### config.mk
export PLATFORM = sky130hd
export DESIGN_NAME = opponent_state_tracker
export DESIGN_NICKNAME = d
export VERILOG_FILES = /design/src/rtl/opponent_state_tracker.sv
export SDC_FILE = /design/constraint.sdc
export NUM_CORES = 1
export LEC_CHECK = 0
export CAP_MARGIN = 20
export CORE_MARGIN = 1
export CORE_UTILIZATION = 35
export CTS_CLUSTER_SIZE = 8
export DETAILED_ROUTE_END_ITERATION = 6
export HOLD_SLACK_MARGIN = 0.08
export PLACE_DENSITY = 0.67
export SLEW_MARGIN = 30
export SYNTH_ARGS = -nofsm -noshare
export SYNTH_HDL_FRONTEND = slang
export SYNTH_SLANG_ARGS = --single-unit
### constraint.sdc
create_clock -name clk_in -period 3.7 [get_ports clk_in]
set_input_delay 1.11 -clock clk_in [delete_from_list [all_inputs] [get_ports clk_in]]
set_output_delay 1.11 -clock clk_in [all_outputs]
set_load 0.01 [all_outputs]
### src/rtl/opponent_state_tracker.sv
// Validates received opponent frames, holds their fields and tracks link health (down/acquire/linked).
// One cycle from axiiv to all outputs; no backpressure, so every cycle can carry a frame.
module opponent_state_tracker #(
  parameter int TRACK_MAX      = 511,
  parameter int DIR_MAX        = 359,
  parameter int ACQUIRE_COUNT  = 3,
  parameter int TIMEOUT_CYCLES = 2_500_000
) (
  input  logic        clk_in,
  input  logic        rst_in,
  input  logic        axiiv,
  input  logic [43:0] axiid,
  output logic [10:0] opponent_x,
  output logic [10:0] opponent_y,
  output logic [8:0]  opponent_dir,
  output logic [2:0]  opponent_game,
  output logic        opponent_valid,
  output logic        link_up,
  output logic        update_pulse,
  output logic        reset_req,
  output logic [7:0]  drop_count
);

  localparam int TW = $clog2(TIMEOUT_CYCLES + 1);
  localparam logic [10:0]   TRACK_LIM = 11'(TRACK_MAX);
  localparam logic [8:0]    DIR_LIM   = 9'(DIR_MAX);
  localparam logic [3:0]    ACQ_LIM   = 4'(ACQUIRE_COUNT);
  localparam logic [TW-1:0] TO_LIM    = TW'(TIMEOUT_CYCLES);

  typedef enum logic [1:0] {LINK_DOWN, ACQUIRE, LINKED} state_t;

  state_t        state;
  logic [TW-1:0] timer;
  logic [3:0]    acq_cnt;
  logic [34:0]   last_frame;

  logic [10:0] f_x;
  logic [10:0] f_y;
  logic [8:0]  f_dir;
  logic [2:0]  f_game;
  logic        f_rst;
  logic [34:0] frame_key;
  logic        is_null;
  logic        is_bad;
  logic        accept;
  logic        reject;
  logic        dup;
  logic        timed_out;
  logic [3:0]  acq_next;
  logic        unused_bits;

  assign f_x       = axiid[43:33];
  assign f_y       = axiid[31:21];
  assign f_dir     = axiid[19:11];
  assign f_game    = axiid[7:5];
  assign f_rst     = axiid[3];
  assign frame_key = {f_x, f_y, f_dir, f_game, f_rst};
  assign unused_bits = ^{axiid[32], axiid[20], axiid[10:8], axiid[4], axiid[2:0]};

  assign is_null   = (axiid == 44'd0);
  assign is_bad    = (f_x > TRACK_LIM) || (f_y > TRACK_LIM) || (f_dir > DIR_LIM);
  assign accept    = axiiv && !is_null && !is_bad;
  assign reject    = axiiv && !is_null && is_bad;
  assign dup       = (frame_key == last_frame);
  assign timed_out = (timer == TO_LIM);
  assign acq_next  = acq_cnt + 4'd1;

  always_ff @(posedge clk_in or posedge rst_in) begin
    if (rst_in) begin
      state          <= LINK_DOWN;
      timer          <= '0;
      acq_cnt        <= '0;
      last_frame     <= '0;
      opponent_x     <= '0;
      opponent_y     <= '0;
      opponent_dir   <= '0;
      opponent_game  <= '0;
      opponent_valid <= 1'b0;
      link_up        <= 1'b0;
      update_pulse   <= 1'b0;
      reset_req      <= 1'b0;
      drop_count     <= '0;
    end else begin
      update_pulse <= 1'b0;
      reset_req    <= 1'b0;

      if (reject && drop_count != 8'hff)
        drop_count <= drop_count + 8'd1;

      // Field loading and reset requests do not depend on link state.
      if (accept) begin
        opponent_x    <= f_x;
        opponent_y    <= f_y;
        opponent_dir  <= f_dir;
        opponent_game <= f_game;
        last_frame    <= frame_key;
        reset_req     <= f_rst;
        timer         <= '0;
      end

      case (state)
        LINK_DOWN: begin
          timer <= '0;
          if (accept) begin
            acq_cnt <= 4'd1;
            if (ACQ_LIM <= 4'd1) begin
              state          <= LINKED;
              opponent_valid <= 1'b1;
              link_up        <= 1'b1;
              update_pulse   <= 1'b1;
            end else begin
              state <= ACQUIRE;
            end
          end
        end
        ACQUIRE: begin
          if (accept) begin
            acq_cnt <= acq_next;
            // Entering LINKED always announces the data, duplicate or not.
            if (acq_next >= ACQ_LIM) begin
              state          <= LINKED;
              opponent_valid <= 1'b1;
              link_up        <= 1'b1;
              update_pulse   <= 1'b1;
            end
          end else if (timed_out) begin
            state   <= LINK_DOWN;
            acq_cnt <= '0;
            timer   <= '0;
          end else begin
            timer <= timer + 1'b1;
          end
        end
        LINKED: begin
          if (accept) begin
            if (!dup)
              update_pulse <= 1'b1;
          end else if (timed_out) begin
            state          <= LINK_DOWN;
            opponent_valid <= 1'b0;
            link_up        <= 1'b0;
            acq_cnt        <= '0;
            timer          <= '0;
          end else begin
            timer <= timer + 1'b1;
          end
        end
        default: begin
          state <= LINK_DOWN;
          timer <= '0;
        end
      endcase
    end
  end

endmodule

==> results_dict.tcl <==
set metrics [dict create \
    holdCritPathClass "flop to flop" \
    cts-buffers-inserted 9 \
    slowest_delay_ps 470 \
    synthToLayoutAreaGrowth_pct 28.9 \
    grtUsageTotal 0.169 \
    ant_nets 0 \
    n_antenna_cell 0 \
    path_max_fanout 28 \
    port-buffer-count 92 \
    synth-seq-cells 74 \
    clockBufferDepth 2 \
    dp_cells 589 \
    fin_util 0.464 \
    vias 3015 \
    seq_area_frac_synth 0.450 \
    p_sw_frac 0.298 \
    rsz0062_at_grt "false" \
    wl_per_cell_um 15.6 \
    antenna_found_initial 0 \
    setup_viol 0 \
    synth_edf_count 0 \
    final-seq-area_sq_mm 0.00185 \
    synth_area_sq_mm 0.00411 \
    synth.distinct_cells 37 \
    whs_ps 470 \
    required_ps 3950 \
    fill_cells 1115 \
    rows 39 \
    end_kind "flop" \
    cp-start-kind "primary input" \
    final_cells 605 \
    post_cts_buffers 0 \
    via_per_inst 4.98 \
    initial_core_util 0.360 \
    crit_arrival_ps 3500 \
    maxCapViolCount 0 \
    fin_nets 513 \
    worstSkewPairLatency_ps 320 \
    clock-sinks 74 \
    core_area_sq_mm 0.0114 \
    cpMaxStageDelayCell "nor4_1" \
    period_share 0.880 \
    crit_chain "clkdlybuf4s50_1 -> nor4_1 -> nand4_1 -> o31ai_4 -> buf_4 -> o211a_2 -> a22oi_1 -> o2bb2ai_1" \
    cts_resized 0 \
    ctsRootBufferMaster "clkbuf_16" \
    leakagePower_nw 2.24 \
    ir_drop_v 0.000353 \
    worstSetupPathType "primary input to flop" \
    async_reset_ff_frac 1.00 \
    hold_viol_final 0 \
    max_slew_margin 0.640 \
    grt-ovfl-total 0 \
    p_switching_mw 0.836 \
    combPwrFrac 0.291 \
    drc 0 \
    synth_cells 386 \
    grt_max_degree 29 \
    fin_setup_tns_ps 0 \
    drv_slew 0 \
    yosysWarnings 0 \
    status "finished, final reports clean" \
    first_global_vias 3031 \
    power.share.clock 0.321 \
    yosysTopAreaCell "dfrtp_1" \
    power_mw 2.81 \
    routed_wl_um 9470 \
    grt_pass1_wl_um 15300 \
    dr.pass1.iters 4 \
    synth_nets 442 \
    dpl.hpwl_um 7240 \
    gp_congestion 0.820 \
    ios 93 \
    multi_input_comb_area_sq_mm 0.00191 \
    clk_pin_slew_ps 60 \
    die_area_sq_mm 0.0122 \
    fin_crit_ps 3260 \
    fin_skew_ps 5.90 \
    initialDrtViolationCount 110 \
    cts_tree "built" \
    layout-drive-gt1-share 0.141 \
    syn_area_per_cell_sq_um 10.7 \
    die-height_um 110 \
    synth_top_flop_cell "dfrtp_1" \
    powerDensity_mw_per_mm2 529 \
    synth_area_leaders "dfrtp_1, mux2_2, xor2_1" \
    achievable-frequency_mhz 307 \
    htree_levels 3 \
    cts.hold.buffers_added 0 \
    worst_slew_pin_slew_ps 539 \
    seqPwrFrac 0.388 \
    p_int_mw 1.97 \
    die-width_um 110 \
    synth.top_cell.area_share 0.450 \
]
## cell usage after synthesis, types with 2 or more instances
cell and number:
a211o_1 2, a21oi_1 7, a22oi_1 2, and2_1 6, and3_1 6, and4_1 5
buf_2 4, buf_4 37, dfrtp_1 74, ha_1 9, inv_1 14, mux2_2 32
nand2_1 13, nand3_1 11, nand4_1 15, nor2_1 37, nor3_1 5, nor4_1 20
o21a_1 2, o21ai_0 2, o2bb2ai_1 4, or2_2 2, or4b_1 3, xnor2_1 22
xor2_1 40
## through the flow
stage	setup WS (ps)	cell area (sq um)
2_1_floorplan	708	4110
3_3_place_gp	182	4990
3_5_place_dp	105	4990
4_1_cts	418	5300
5_1_grt	317	5300
6_report	445	5300
## worst max-delay path: cells and delay by family
kind                   cells  cell delay, ps
buffers and inverters      2             820
AOI/OAI and AO/OA          4             840
and+or+nand+nor            2             730
## sequential cells by signal, summed over array words and instances, names as in the netlist
register	cells
acq_cnt	4
drop_count	8
last_frame	4
link_up	1
opponent_dir	8
opponent_game	2
opponent_x	11
opponent_y	10
reset_req	1
state	2
timer	22
update_pulse	1
## placed cells by master, fill, tap and decap left out, types with 3 or more instances in the layout
cell / synthesis / final
a21oi_1: 7 / 7
and2_1: 6 / 6
and3_1: 6 / 6
and4_1: 5 / 5
buf_4: 37 / 10
clkbuf_16: 0 / 9
clkbuf_8: 0 / 3
clkdlybuf4s50_1: 0 / 92
dfrtp_1: 74 / 74
ha_1: 9 / 9
inv_1: 14 / 13
mux2_2: 32 / 32
nand2_1: 13 / 13
nand3_1: 11 / 11
nand4_1: 15 / 15
nor2_1: 37 / 37
nor3_1: 5 / 5
nor4_1: 20 / 20
o2bb2ai_1: 4 / 4
or4b_1: 3 / 3
xnor2_1: 22 / 22
xor2_1: 40 / 40
## layout make-up
class	count	share of cell area
inverters	14	0.00991
repair buffers	102	0.188
well taps	143	0.0338
multi-input cells	256	0.360
clock inverters	4	0.00920
clock buffers	12	0.0503
flip-flops and latches	74	0.349
## final timing paths
check | startpoint | slack [ps] | endpoint | cells after the start
setup / recovery | axiid[33] | 440 | state[0] | 8
hold / removal | timer[0] | 470 | timer[0] | 1
setup reg to reg | timer[16] | 1550 | acq_cnt[1] | 6
hold reg to reg | timer[0] | 470 | timer[0] | 1
max in group asynchronous | rst_in | 1780 | acq_cnt[1] | 3
min in group asynchronous | rst_in | 1140 | opponent_x[10] | 2
## per-layer routing
metal  part of all wire  wire length (um)  global-route usage  up-vias
met5                  0                 0                   0        -
met3              0.050               470              0.0429       10
li1                   -                 -                   -     1466
met4              0.018               166              0.0602        0
met1               0.46              4380               0.224     1465
met2               0.47              4450               0.266       74
## power groups by stage
stage | sequential [mW] | clock (mW) | combinational (mW)
global placement | 1.09 | 0 | 0.818
finish | 1.09 | 0.901 | 0.817
floorplan | 1.09 | 0 | 0.525
CTS | 1.09 | 0.928 | 0.828
global route | 1.11 | 0.963 | 0.891
detailed placement | 1.10 | 0 | 0.824
## cells by family (layout without fill, tap and decap cells)
group           Yosys count  after routing  synth area share
flops                    74             74             0.450
simple gates            126            126             0.165
mux                      32             32            0.0876
compound gates           27             27            0.0493
buf+inv                  56            132            0.0879
fa+ha+maj                 9              9            0.0274
xor+xnor                 62             62             0.132
(Power assumes the default switching activity.)
